<file path="src/rtl/bcd_date_counter.sv">
// YY-MM-DD calendar counter held as six BCD digits, advanced by a prescaler
// terminal count or a step pulse, with a validated date-load port.
module bcd_date_counter #(
  parameter int TICK_DIV = 50000000
) (
  input  logic       clk,
  input  logic       rst_n,
  input  logic       en,
  input  logic       step,
  input  logic       load,
  input  logic [7:0] load_year,
  input  logic [7:0] load_month,
  input  logic [7:0] load_day,
  output logic [3:0] year_t,
  output logic [3:0] year_o,
  output logic [3:0] month_t,
  output logic [3:0] month_o,
  output logic [3:0] day_t,
  output logic [3:0] day_o,
  output logic       day_tick,
  output logic       wrap,
  output logic       load_err
);

  localparam int PW = (TICK_DIV > 1) ? $clog2(TICK_DIV) : 1;
  localparam logic [PW-1:0] TC_VAL = PW'(TICK_DIV - 1);

  logic [PW-1:0] presc_q, presc_d;
  logic [7:0]    year_q, year_d, month_q, month_d, day_q, day_d;
  logic          tick_q, tick_d, wrap_q, wrap_d, err_q, err_d;
  logic          tc, adv, load_ok;

  function automatic logic is_leap(input logic [7:0] y);
    return (!y[4] && (y[3:0] == 4'd0 || y[3:0] == 4'd4 || y[3:0] == 4'd8)) ||
           ( y[4] && (y[3:0] == 4'd2 || y[3:0] == 4'd6));
  endfunction

  // Returned in BCD so it compares directly against BCD day values.
  function automatic logic [7:0] days_in_month(input logic [7:0] y, input logic [7:0] m);
    logic [7:0] r;
    case (m)
      8'h04, 8'h06, 8'h09, 8'h11: r = 8'h30;
      8'h02:                      r = is_leap(y) ? 8'h29 : 8'h28;
      default:                    r = 8'h31;
    endcase
    return r;
  endfunction

  function automatic logic [7:0] bcd_inc(input logic [7:0] v);
    return (v[3:0] == 4'd9) ? {v[7:4] + 4'd1, 4'd0} : {v[7:4], v[3:0] + 4'd1};
  endfunction

  assign tc  = en && (presc_q == TC_VAL);
  assign adv = tc || step;

  // BCD ordering matches numeric ordering once every nibble is a decimal digit.
  assign load_ok = (load_year[7:4] <= 4'd9) && (load_year[3:0] <= 4'd9) &&
                   (load_month[7:4] <= 4'd9) && (load_month[3:0] <= 4'd9) &&
                   (load_day[7:4] <= 4'd9) && (load_day[3:0] <= 4'd9) &&
                   (load_month >= 8'h01) && (load_month <= 8'h12) &&
                   (load_day >= 8'h01) &&
                   (load_day <= days_in_month(load_year, load_month));

  always_comb begin
    presc_d = presc_q;
    year_d  = year_q;
    month_d = month_q;
    day_d   = day_q;
    tick_d  = 1'b0;
    wrap_d  = 1'b0;
    err_d   = 1'b0;
    if (load) begin
      if (load_ok) begin
        year_d  = load_year;
        month_d = load_month;
        day_d   = load_day;
        presc_d = '0;
      end else begin
        err_d = 1'b1;
      end
    end else begin
      if (en) presc_d = tc ? '0 : presc_q + 1'b1;
      if (adv) begin
        tick_d = 1'b1;
        if (day_q < days_in_month(year_q, month_q)) begin
          day_d = bcd_inc(day_q);
        end else begin
          day_d = 8'h01;
          if (month_q != 8'h12) begin
            month_d = bcd_inc(month_q);
          end else begin
            month_d = 8'h01;
            if (year_q == 8'h99) begin
              year_d = 8'h00;
              wrap_d = 1'b1;
            end else begin
              year_d = bcd_inc(year_q);
            end
          end
        end
      end
    end
  end

  always_ff @(posedge clk) begin
    if (!rst_n) begin
      presc_q <= '0;
      year_q  <= 8'h00;
      month_q <= 8'h01;
      day_q   <= 8'h01;
      tick_q  <= 1'b0;
      wrap_q  <= 1'b0;
      err_q   <= 1'b0;
    end else begin
      presc_q <= presc_d;
      year_q  <= year_d;
      month_q <= month_d;
      day_q   <= day_d;
      tick_q  <= tick_d;
      wrap_q  <= wrap_d;
      err_q   <= err_d;
    end
  end

  assign year_t   = year_q[7:4];
  assign year_o   = year_q[3:0];
  assign month_t  = month_q[7:4];
  assign month_o  = month_q[3:0];
  assign day_t    = day_q[7:4];
  assign day_o    = day_q[3:0];
  assign day_tick = tick_q;
  assign wrap     = wrap_q;
  assign load_err = err_q;

endmodule
</file>
<file path="config.mk">
export PLATFORM = sky130hd
export DESIGN_NAME = bcd_date_counter
export DESIGN_NICKNAME = d
export VERILOG_FILES = /design/src/rtl/bcd_date_counter.sv
export SDC_FILE = /design/constraint.sdc
export NUM_CORES = 1
export LEC_CHECK = 0
export ABC_CLOCK_PERIOD_IN_PS = 3500
export CAP_MARGIN = 15
export CORE_ASPECT_RATIO = 1.2
export CORE_UTILIZATION = 54
export CTS_CLUSTER_DIAMETER = 120
export DETAILED_ROUTE_END_ITERATION = 10
export HOLD_SLACK_MARGIN = 0.15
export PLACE_DENSITY = 0.76
export SETUP_SLACK_MARGIN = 0.5
export SYNTH_ARGS = -nofsm -noshare
export SYNTH_HDL_FRONTEND = slang
export SYNTH_SLANG_ARGS = --single-unit
export TNS_END_PERCENT = 30
</file>
<file path="constraint.sdc">
create_clock -name clk -period 3.5 [get_ports clk]
set_clock_uncertainty 0.05 [all_clocks]
set_input_delay 0.35 -clock clk [delete_from_list [all_inputs] [get_ports clk]]
set_output_delay 0.35 -clock clk [all_outputs]
set_load 0.01 [all_outputs]
</file>
==> out/metrics.yaml <==
ys_async_sr_fraction_pct: 0
via_count: 3848
ys_ff_latch: 53
nFillCells: 492
powerDensity_mw_per_mm2: 299.6
synthCells: 442
die_y_um: 89.79
synth_area_leaders: "dfxtp_1 (31%), nand2_1 (5.5%), ha_1 (5.1%)"
clkTransAtPathRegs_ps: 100
tns_ps: 0
grt_pass1_vias: 3437
intPower_uw: 1017
maxCapViolCount: 0
netlist_area_mm2: 0.003468
worstPathArrival_ps: 3120
slew_viol_final: 0
post_drt_wl_per_cell_um: 17.30
seqPwrFrac_pct: 46.1
yosys.area_share.xor_xnor_pct: 2.020
drive_gt1_share_pct: 13.13
synthTopCellsByCount: "dfxtp_1 (53), nand2_1 (51), a21oi_1 (32), nand3_1 (26), nor2_1 (25)"
die-width_um: 75.16
period_minus_slack_ps: 2923
vias_per_cell: 6.413
clk-insertion-delay-late_ps: 310
ios: 56
synth_fa_ha_area_share_pct: 5.051
slowest_stage: "clkdlybuf4s50_1"
power.total_uw: 1371
synth_edf_count: 0
holdPathEnd: "year_q[3]$_SDFFE_PN0P_"
switching_share_pct: 25.80
synth_top_family_by_area: "simple AND/OR/NAND/NOR gates"
drt_iter0_drc: 214
final_nets: 560
synth_ff_type: "dfxtp_1"
drtAntennaViolNets: 0
wirelength_um: 10380
drcViolationCount: 0
placed_area_mm2: 0.004234
yosysWarnings: 0
placeableCoreArea_mm2: 0.006128
rsz0062_at_grt: "yes"
max_freq_mhz: 342.2
synth_nets: 485
synth_cell_types: 68
worstPathCellList: "clkdlybuf4s50_1 > a211oi_2 > a31oi_1 > o21a_1 > o21ai_1 > nand2_1 > nand2_1 > ha_1 > and3_1 > o21ai_2 > a21oi_2 > a21oi_2 > buf_12 > or4_1 > a21oi_1"
r2r-end: "day_q[4]$_SDFFE_PN0P_"
grt_max_degree: 36
setup_violations: 0
multiInputGateArea_mm2: 0.002359
cts_tree: "built"
syn_area_per_cell_um2: 7.847
min_path_type: "input port to flop"
end_kind: "flop"
n_antenna_cell: 0
start_util_pct: 56.59
yosysMostFrequentCell: "dfxtp_1"
reg2reg_from: "month_q[5]$_SDFFE_PN0P_"
first_pass_iters: 5
area_delta_synth_final_pct: 31.89
setup_ws_ps: 577.4
crit_type: "input port to flop"
rows: 31
synth_top_area_share_pct: 30.59
p_sw_uw: 353.7
worst-path-max-fanout: 32
die_area_mm2: 0.006749
synthMuxAreaShare_pct: 2.020
required_ps: 3700
numPortBuffers: 55
cts_made_buffers: 5
status: "completed"
postCtsHoldBufs: 0
fin_crit_sh_pct: 83.50
gp_congestion: 0.9398
htree_levels: 2
grt_pass1_wl_um: 16340
seqCellArea_mm2: 0.001062
pre_cts_slack_ps: 34.53
yosysTopAreaCell: "dfxtp_1"
hp-start: "load_year[3]"
finalHoldViolCount: 0
grt_overflow: 0
critPathBufInv: 2
pwr-share-comb_pct: 17.9
worstSetupStartpointType: "input port"
p_clk_share_pct: 36.0
r2r_setup_slack_ps: 640
p_leak_uw: 0.001733
ir_drop_v: 0.0001976
yosysSeqAreaShare_pct: 30.59
max_stage_delay_ps: 520
root_buffer: "clkbuf_8"
grt_use_total_pct: 30.78
worstMarginPinSlew_ps: 707.6
fin_util_pct: 74.64
max-slew-margin-rel_pct: 52.46
grt_antenna_before_repair: 0
design_area_mm2: 0.004574
cts_num_sinks: 53
hold_path_depth: 3
cpLargestDelayFamily: "compound AO/OA/AOI/OAI gates"
hpwl_um: 7438
r2r_cells: 12
clockBufferDepth: 2
synth_compound_area_share_pct: 27.71
synthSimpleGateAreaFrac_pct: 27.92
kinds of logic (layout without fill, tap and decap cells):
logic type,count (synthesis),after routing
buf+inv,42,118
fa+ha+maj,14,14
mux,7,7
simple gates,181,181
compound gates,137,137
flops,53,53
xor+xnor,8,8
placed cells by master (no fill, tap or decap), types with 15 or more instances in the layout:
cell type and n:
a21oi_1 27, nand3_1 24, clkdlybuf4s50_1 47, dfxtp_1 52, o21ai_0 20, o31ai_1 15
nand2_1 50, inv_1 19, buf_4 31, nor2_1 25
worst max path at each step:
stage / start / end / slack, ps / cells past startpoint
final: load_year[4] / presc_q[24]$_SDFFE_PN0P_ / 580 / 15
after global routing: load_year[4] / presc_q[5]$_SDFFE_PN0P_ / 440 / 17
after CTS: load_month[7] / presc_q[24]$_SDFFE_PN0P_ / 480 / 13
after detailed placement: load_month[6] / presc_q[24]$_SDFFE_PN0P_ / 30 / 13
after global placement: load_year[1] / year_q[5]$_SDFFE_PN0P_ / 130 / 15
after floorplan: month_q[1]$_SDFFE_PN0P_ / year_q[4]$_SDFFE_PN0P_ / 570 / 12
tightest hold or removal path, cell delays in order:
cell	delay (ps)
dlymetal6s2s_1	150
o211ai_1	100
mux2i_1	110
power groups by stage:
stage	registers [uW]	clock network (uW)	logic (uW)
finish	632	493	245
global route	635	524	264
CTS	631	501	225
detailed placement	645	0	222
global placement	644	0	218
floorplan	646	0	109
registers in the layout, indices dropped and copies added, names as in the netlist:
register and flops:
presc_q 26, wrap 1, month_q 8, day_tick 1
load_err 1, year_q 8, day_q 8
metrics by stage:
stage                     cells  hold WS, ps
after floorplan             442        381.4
after global placement      583        394.7
after detailed placement    583        394.5
after CTS                   592        411.3
after global routing        600        416.4
final                       600        389.9
layout make-up:
type | instances | share of cell area [%]
multi-input combinational | 347 | 51.56
clock buffer | 5 | 1.504
inverter | 22 | 1.805
sequential | 53 | 23.22
clock inverter | 3 | 1.422
tap | 82 | 2.243
timing repair buffer | 88 | 18.24
routing by layer:
| layer | global-route usage (%) | share of wire [%] | vias up |
|---|---|---|---|
| met5 | 0 | 0 | - |
| met4 | 10.80 | 2.9 | 0 |
| met3 | 4.372 | 5.0 | 28 |
| met2 | 52.25 | 51 | 146 |
| met1 | 38.83 | 41 | 1834 |
| li1 | - | - | 1840 |
timing repair:
action / 4_1_cts / 5_1_grt
endpoints found under the setup margin: 36 / 48
hold endpoints to repair: 0 / 0
setup buffers: 1 / 8
gates resized for setup: 8 / 28
pin swaps: 1 / 9
Note: power is estimated with default switching activity, not from simulation.
